## src/rtl/cdc_sync_multi.sv

```systemverilog
// Multi-channel level synchronizer into the clk_out domain with an optional
// stability filter, level/toggle event pulses and sticky event flags.
module cdc_sync_multi #(
  parameter int unsigned          CHANNELS    = 4,
  parameter int unsigned          STAGES      = 2,
  parameter int unsigned          FILT_CYCLES = 0,
  parameter logic [CHANNELS-1:0]  RESET_VAL   = {CHANNELS{1'b0}}
) (
  input  logic                clk_out,
  input  logic                rst_n,
  input  logic [CHANNELS-1:0] async_in,
  input  logic [CHANNELS-1:0] toggle_mode,
  input  logic [CHANNELS-1:0] evt_clr,
  output logic [CHANNELS-1:0] level_out,
  output logic [CHANNELS-1:0] rise_pulse,
  output logic [CHANNELS-1:0] fall_pulse,
  output logic [CHANNELS-1:0] evt_sticky
);

  localparam int unsigned CNT_W = (FILT_CYCLES > 0) ? $clog2(FILT_CYCLES + 1) : 1;
  localparam logic [CNT_W-1:0] CNT_MAX = CNT_W'(FILT_CYCLES);

  if (STAGES < 2) begin : g_stages_check
    $error("cdc_sync_multi: STAGES must be >= 2");
  end

  logic [STAGES-1:0][CHANNELS-1:0] chain_q, chain_d;
  logic [CHANNELS-1:0][CNT_W-1:0]  cnt_q, cnt_d;
  logic [CHANNELS-1:0]             level_q, level_d;
  logic [CHANNELS-1:0]             rise_q, rise_d;
  logic [CHANNELS-1:0]             fall_q, fall_d;
  logic [CHANNELS-1:0]             sticky_q, sticky_d;
  logic [CHANNELS-1:0]             sync_s;
  logic [CHANNELS-1:0]             change_s;

  assign chain_d = {chain_q[STAGES-2:0], async_in};
  assign sync_s  = chain_q[STAGES-1];

  // Stability filter: level_q only moves after FILT_CYCLES+1 consecutive differing samples.
  always_comb begin
    level_d = level_q;
    cnt_d   = cnt_q;
    for (int i = 0; i < CHANNELS; i++) begin
      if (sync_s[i] == level_q[i]) begin
        cnt_d[i] = '0;
      end else if (cnt_q[i] == CNT_MAX) begin
        level_d[i] = sync_s[i];
        cnt_d[i]   = '0;
      end else begin
        cnt_d[i] = cnt_q[i] + CNT_W'(1);
      end
    end
  end

  // Pulses are computed from the upcoming level change so they appear with the new level.
  always_comb begin
    change_s = level_d ^ level_q;
    rise_d   = change_s & (toggle_mode | level_d);
    fall_d   = change_s & ~toggle_mode & ~level_d;
    sticky_d = (sticky_q & ~evt_clr) | rise_q | fall_q;
  end

  // State registers with synchronous active-low reset.
  always_ff @(posedge clk_out) begin
    if (!rst_n) begin
      chain_q  <= {STAGES{RESET_VAL}};
      cnt_q    <= '0;
      level_q  <= RESET_VAL;
      rise_q   <= '0;
      fall_q   <= '0;
      sticky_q <= '0;
    end else begin
      chain_q  <= chain_d;
      cnt_q    <= cnt_d;
      level_q  <= level_d;
      rise_q   <= rise_d;
      fall_q   <= fall_d;
      sticky_q <= sticky_d;
    end
  end

  assign level_out  = level_q;
  assign rise_pulse = rise_q;
  assign fall_pulse = fall_q;
  assign evt_sticky = sticky_q;

endmodule

```

## config.mk

```make
export PLATFORM = sky130hd
export DESIGN_NAME = cdc_sync_multi
export DESIGN_NICKNAME = d
export VERILOG_FILES = /design/src/rtl/cdc_sync_multi.sv
export SDC_FILE = /design/constraint.sdc
export NUM_CORES = 1
export LEC_CHECK = 0
export CAP_MARGIN = 20
export CORE_ASPECT_RATIO = 0.7
export CORE_MARGIN = 5
export CORE_UTILIZATION = 42
export CTS_BUF_LIST = sky130_fd_sc_hd__clkbuf_4 sky130_fd_sc_hd__clkbuf_8
export DETAILED_ROUTE_END_ITERATION = 10
export PLACE_DENSITY = 0.76
export SYNTH_ARGS = -nofsm -noshare
export SYNTH_HDL_FRONTEND = slang
export SYNTH_SLANG_ARGS = --single-unit
```

## constraint.sdc

```tcl
create_clock -name clk_out -period 0.8 [get_ports clk_out]
set_input_delay 0.16 -clock clk_out [delete_from_list [all_inputs] [get_ports clk_out]]
set_output_delay 0.16 -clock clk_out [all_outputs]
set_load 0.01 [all_outputs]
```

Word level (Yosys, flattened, before mapping)
Cells that the tools add are included.

Flip-flop bits (word level): 28. Word-level logic and storage cells: 46. Input bits: 14. Output and inout bits: 16.

Add/subtract/negate cells: 4. Multiplexer cells: 8. Bitwise operators: 16. Equality and inequality tests: 4. Reductions and logical operators: 4.

Operator list (count): 4-bit AND (4); 4-bit inverter (3); 4-bit bitwise OR (3); 3-bit OR reduction (4); 1-bit 2-to-1 mux (8); 1-bit inverter (5); 1-bit adder (second input constant) (4); 1-bit == test (4); 4-bit XOR (1).

Logic depth before layout (Yosys ltp)
Gate-level depths: netlist (run 1).

Depth after elaboration: 5. Gate-level depth with buffers: 3. Gate-level depth less buffers: 2.

Least setup slack after synthesis (run 1)
No wires, ideal clock.

Path type: flip-flop to flip-flop. Start point: register sticky_q[0], in the netlist evt_sticky[0]. End point: register sticky_q[0], in the netlist evt_sticky[0]. Data arrival time: 0.656 ns. Clock period less this slack: 0.776 ns. Data required time: 0.680 ns. Cell stages (with the launch flop): 3. Path slack: 0.024 ns. Cell sequence: dfxtp_1 -> nor2b_1 -> o31a_1.

Longest elaborated chain between the ends: 3.

Ends and longest elaborated chain: from (decl) (line 32) `logic [CHANNELS-1:0] sticky_q, sticky_d;`; from (signal assigned) (line 78) `sticky_q <= sticky_d;`; 4-bit AND (line 60) `sticky_d = (sticky_q & ~evt_clr) | rise_q | fall_q;`; 4-bit bitwise OR (2 in a row) (line 60).

No other way between the ends. A chain may end at the register's enable or synchronous reset.

Worst setup path after layout (run 1)
Start point: register level_q[2], in the netlist level_out[2]. End point: output port level_out[2].

RTL lines: from (decl) (line 29) `logic [CHANNELS-1:0] level_q, level_d;`; from (signal assigned) (line 75) `level_q <= level_d;`; to (decl) (line 14) `output logic [CHANNELS-1:0] level_out,`.

No word-level cell between the ends.

==> metrics.md, run 1 <==
| Metric | Value |
|---|---|
| Bufs on Longest Clock Path | `2` |
| Hold_ws | `0.399 ns` |
| Vias in the first global route | `719` |
| Failing checks | `negative setup slack` |
| Layout cell share with drive strength beyond 1 | `0.602` |
| Worst Hold Class | `in -> reg` |
| CP arrival | `0.79 ns` |
| Cts bufs inserted | `3` |
| CTS tree | `done` |
| Ant. Diodes | `0` |
| Cells after Synth | `75` |
| Avg Synthesized Cell Area | `13.1 sq um` |
| Synthesized cell area | `983 sq um` |
| Die span in y | `50.5 um` |
| First-pass GRT wire length | `3280 um` |
| Worst Path Buf+Inv | `1` |
| CTS root buf | `clkbuf_4` |
| Critical path depth in cells | `1` |
| Internal power | `1910 uW` |
| Via count | `652` |
| Peak supply drop | `1390 uV` |
| H-tree lvl count | `1` |
| Reg power frac | `0.613` |
| Status | `finished with violations` |
| Sw Ratio | `0.209` |
| WP data required | `0.64 ns` |
| Comb power frac | `0.115` |
| First-pass detailed-route iteration total | `4` |
| CP Launch Type | `register` |
| Clock skew | `0.00804 ns` |
| Worst setup EP type | `output pin` |
| CORE AREA | `2190 sq um` |
| RSZ-0062 raised after global routing | `true` |
| Final hold vios | `0` |
| GPL Wtd Cong | `0.691` |
| Seq cells post-synth | `28` |
| Setup crit end | `level_out[2]` |
| Die width | `67.8 um` |
| Crit path max fanout | `2` |
| DRC Markers | `0` |
| CTS Hold Bufs | `0` |
| Max-Cap Viols | `0` |
| Port buffer count | `29` |
| Ports | `30` |
| Pleak | `0.000618 uW` |
| R2R depth | `2` |
| Final HPWL DP | `1370 um` |
| Highest clock rate | `1.06 GHz` |
| GR Overflow Total | `0` |
| Clock Power Share | `0.272` |
| DIE AREA | `3420 sq um` |
| Clock slew at reported path FFs | `0.14 ns` |
| Crit path max-delay family | `flip-flops` |
| Number of vias per cell | `4.35` |
| Initial core utilization | `0.449` |
| Net Sw Power | `504 uW` |
| Total Routing Usage GR | `0.130` |
| Drt total wl | `1950 um` |
| Slowest CP cell | `dfxtp_2` |
| Initial DRC Count | `6` |
| Critical Path Start | `level_out[2]` |
| Worst path max stage delay | `0.35 ns` |
| Fin crit share | `1.18` |
| # rows | `14` |
| # nets final | `133` |
| # clock sinks | `28` |
| Seq/Total Area, Yosys | `0.570` |
| Synth warn | `0` |
| Worst-Skew Late Latency | `0.32 ns` |
| R2R Setup Slk | `-0.04 ns` |
| Routed Antenna Nets | `0` |
| Worst setup margin | `-0.146 ns` |
| Min Clock Period, post-route | `0.946 ns` |
| P&R area growth vs syn | `57.9%` |
| Final Max Tran Viols | `0` |
| FF-to-FF Start | `evt_sticky[2]` |
| DR WL/cell | `13.0 um` |
| Fillcell total | `167` |
| Final Total Pwr | `2410 uW` |
| PD cells | `1550 nW/um^2` |
| Initial antenna violation count | `0` |
| Largest net degree at the start of global routing | `16` |
| CP Cell Sequence | `buf_6` |
| R2r endpoint | `evt_sticky[2]` |
| Crit Path Category | `reg -> out` |
| Setup-failing EPs final | `19` |
| Cell variety after synth | `14` |
## stage by stage
step / TNS [ns] / std cells / util / area (sq um) / setup slack [ns]
CTS: -2.44 / 150 / 0.688 / 1510 / -0.160
global placement: -10.06 / 144 / 0.627 / 1370 / -0.370
finish: -2.23 / 150 / 0.709 / 1550 / -0.146
global route: -3.45 / 150 / 0.709 / 1550 / -0.201
floorplan: 0 / 78 / - / 995 / 0.0243
detailed placement: -10.50 / 144 / 0.627 / 1370 / -0.410
## sequential cells by signal (all words and copies together) (netlist names)
register and count:
evt_sticky 4, rise_pulse 4, level_out 4, cnt_q 4
chain_d 4, fall_pulse 4, sync_s 4
## synth_stat cells
| cell type | n | area, sq um |
|---|---|---|
| dfxtp_1 | 28 | 561 |
| nor2b_1 | 8 | 50.1 |
| and2_1 | 6 | 37.5 |
| a21oi_1 | 4 | 20.0 |
| mux2i_1 | 4 | 40.0 |
| nand2b_1 | 4 | 25.0 |
| nand2b_4 | 4 | 55.1 |
| nand3b_1 | 4 | 30.0 |
| nor4b_4 | 4 | 95.1 |
| o31a_1 | 4 | 35.0 |
| and2_2 | 2 | 15.0 |
| buf_6 | 1 | 11.3 |
| clkbuf_2 | 1 | 5.00 |
| conb_1 | 1 | 3.75 |
## how the worst min path moves through the flow
stage	from	endpoint	slack (ns)	cells past startpoint
final	async_in[1]	chain_d[5]	0.40	2
after global routing	rst_n	rise_pulse[1]	0.38	4
after CTS	async_in[1]	chain_d[5]	0.39	2
after detailed placement	chain_d[5]	sync_s[1]	0.42	1
after global placement	chain_d[4]	sync_s[0]	0.41	1
after floorplan	toggle_mode[0]	fall_pulse[0]	0.23	1
## logic make-up (layout without fill, tap and decap cells)
| logic type | after synthesis | in the layout | share of synthesized area |
|---|---|---|---|
| other cells | 1 | 4 | 0.00381 |
| flops | 28 | 28 | 0.570 |
| simple gates | 32 | 32 | 0.313 |
| compound gates | 8 | 8 | 0.0560 |
| mux | 4 | 4 | 0.0407 |
| buf+inv | 2 | 42 | 0.0165 |
## layout make-up
class                      instances  area, sq um  share of cell area
sequential                        28          589               0.380
multi-input combinational         48          465               0.300
timing repair buffer              38          422               0.272
tap                               32         40.0              0.0258
clock buffer                       4         36.3              0.0234
## timing repair
action,in CTS,in global routing
resized for setup,102,13
hold endpoints to repair,0,0
endpoints found under the setup margin,25,31
gates cloned,1,0
pin swaps,4,5
buffers inserted,2,0
## metal layers
metal | routed length (um) | up-vias | track usage
li1 | - | 335 | -
met1 | 792 | 293 | 0.146
met2 | 989 | 24 | 0.229
met3 | 172 | 0 | 0.0603
met4 | 0 | 0 | 0.0198
met5 | 0 | - | 0
## power by group through the flow
stage / Clock, uW / Sequential, uW / Combinational [uW]
floorplan: 0 / 1500 / 93.6
global placement: 0 / 1490 / 230
detailed placement: 0 / 1500 / 237
CTS: 686 / 1470 / 268
global route: 746 / 1490 / 299
finish: 656 / 1480 / 278
## layout by cell type, fill, tap and decap left out, drive strengths merged
cell and instances:
and2 8, nand3b 4, conb 4, o31a 4
bufbuf 1, clkbuf 4, dlygate4sd2 1, nor4b 4
nand2b 8, nor2b 8, a21oi 4, buf 24
dfxtp 28, mux2i 4, clkdlybuf4s50 12
Note: power is estimated with default switching activity, not from simulation.
==> run 2: changes to the inputs <==
Clock period 0.8 ns to 0.85 ns, I/O delays scaled along.
==> run 2 against run 1 <==
Compared with the run above: the flow still finishes with violations (negative setup slack); sequential power fell by 6%; flip-flop and latch count did not move; clock skew rose by 0.00078 ns; register-to-register slack got worse by 0.02 ns; critical endpoint unchanged; largest power group unchanged.
==> metrics.md, run 2 (same netlist as run 1, synthesis figures left out) <==
| Metric | Value |
|---|---|
| Status | `finished with violations` |
| Failing checks | `negative setup slack` |
| Critical path depth in cells | `1` |
| Worst Hold Class | `in -> reg` |
| Setup crit end | `level_out[2]` |
| Worst-Skew Late Latency | `0.32 ns` |
| Pleak | `0.000620 uW` |
| Setup_tns | `-1.59 ns` |
| Final HPWL DP | `1370 um` |
| Fin crit share | `1.13` |
| CP arrival | `0.79 ns` |
| Cts bufs inserted | `3` |
| R2R depth | `3` |
| R2R Setup Slk | `-0.06 ns` |
| Initial antenna violation count | `0` |
| Slowest CP cell | `dfxtp_2` |
| Peak supply drop | `1310 uV` |
| DIE AREA | `3420 sq um` |
| Clock skew | `0.00882 ns` |
| DRC Markers | `0` |
| First-pass GRT wire length | `3260 um` |
| PD cells | `1470 nW/um^2` |
| Port buffer count | `29` |
| Critical Path Start | `level_out[2]` |
| # nets final | `134` |
| H-tree lvl count | `1` |
| Via count | `658` |
| CTS root buf | `clkbuf_4` |
| Total Routing Usage GR | `0.130` |
| GPL Wtd Cong | `0.691` |
| # rows | `14` |
| Highest clock rate | `1.04 GHz` |
| CP Cell Sequence | `buf_6` |
| Worst Path Buf+Inv | `1` |
| GR Overflow Total | `0` |
| Crit Path Category | `reg -> out` |
| FF-to-FF Start | `evt_sticky[0]` |
| P&R area growth vs syn | `56.2%` |
| Number of vias per cell | `4.36` |
| Initial DRC Count | `2` |
| Worst setup margin | `-0.107 ns` |
| Die width | `67.8 um` |
| Vias in the first global route | `714` |
| Commonest cells after routing, fill and taps aside | `dfxtp_2, buf_6, clkdlybuf4s50_1, dfxtp_1, nor2b_1` |
| WP data required | `0.68 ns` |
| Ant. Diodes | `0` |
| Most common cell after layout, fill and taps aside | `dfxtp_2` |
| Dpl ws | `-0.370 ns` |
| Largest net degree at the start of global routing | `16` |
| # clock sinks | `28` |
| Drt total wl | `1960 um` |
| CORE AREA | `2190 sq um` |
| First-pass detailed-route iteration total | `2` |
| Max-Cap Viols | `0` |
| Crit path max fanout | `2` |
| Die span in y | `50.5 um` |
| Min Clock Period, post-route | `0.957 ns` |
| Setup-failing EPs final | `17` |
| CTS tree | `done` |
| Final hold vios | `0` |
| R2r endpoint | `evt_sticky[0]` |
| DR WL/cell | `13.0 um` |
| CTS Hold Bufs | `0` |
| Layout cell share with drive strength beyond 1 | `0.538` |
| Worst setup EP type | `output pin` |
| Routed Antenna Nets | `0` |
| Final Max Tran Viols | `0` |
| RSZ-0062 raised after global routing | `true` |
| Initial core utilization | `0.449` |
| CP Launch Type | `register` |
| Crit path max-delay family | `flip-flops` |
| Bufs on Longest Clock Path | `2` |
| Clock slew at reported path FFs | `0.14 ns` |
| Ports | `30` |
| Worst path max stage delay | `0.35 ns` |
## run 2: worst min path at each step
stage                    from       endpoint  slack [ns]  depth (start not counted)
2_1_floorplan  toggle_mode[0]  fall_pulse[0]        0.24                          1
3_3_place_gp       chain_d[4]      sync_s[0]        0.41                          1
3_5_place_dp       chain_d[5]      sync_s[1]        0.42                          1
4_1_cts           async_in[1]     chain_d[5]        0.40                          2
5_1_grt                 rst_n  fall_pulse[1]        0.39                          4
6_report          async_in[1]     chain_d[5]        0.41                          2
## run 2: repair_timing
action / CTS / global route
resized for setup: 101 / 6
setup buffers: 2 / 1
gates cloned: 1 / 0
pin swaps: 1 / 3
endpoints found under the setup margin: 20 / 22
## run 2: per-stage QoR
step	utilization	instance area [sq um]	hold WS (ns)	std cells	total power (uW)
3_5_place_dp	0.627	1370	0.424	144	1630
2_1_floorplan	-	995	0.241	78	1500
4_1_cts	0.692	1520	0.397	151	2290
3_3_place_gp	0.627	1370	0.415	144	1620
6_report	0.702	1540	0.409	151	2270
5_1_grt	0.702	1540	0.391	151	2380
## run 2: metal layers
layer | share of wire | up-vias | wire length (um) | GRT usage
met5 | 0 | - | 0 | 0
met4 | 0 | 0 | 0 | 0.0198
met3 | 0.081 | 0 | 159 | 0.0580
met2 | 0.50 | 24 | 983 | 0.229
met1 | 0.42 | 296 | 816 | 0.146
li1 | - | 338 | - | -
## run 2: final cells by class
type | instances | area, sq um
flip-flops and latches | 28 | 583
well taps | 32 | 40.0
repair buffers | 39 | 425
clock buffers | 4 | 36.3
fillers | 173 | 653
multi-input cells | 48 | 452
## run 2: report_power, final
part           switching, uW  leakage [uW]  internal [uW]
Clock                    356     0.0000210            262
Sequential              32.5      0.000238           1360
Combinational           84.5      0.000361            174
Total                    473      0.000620           1790
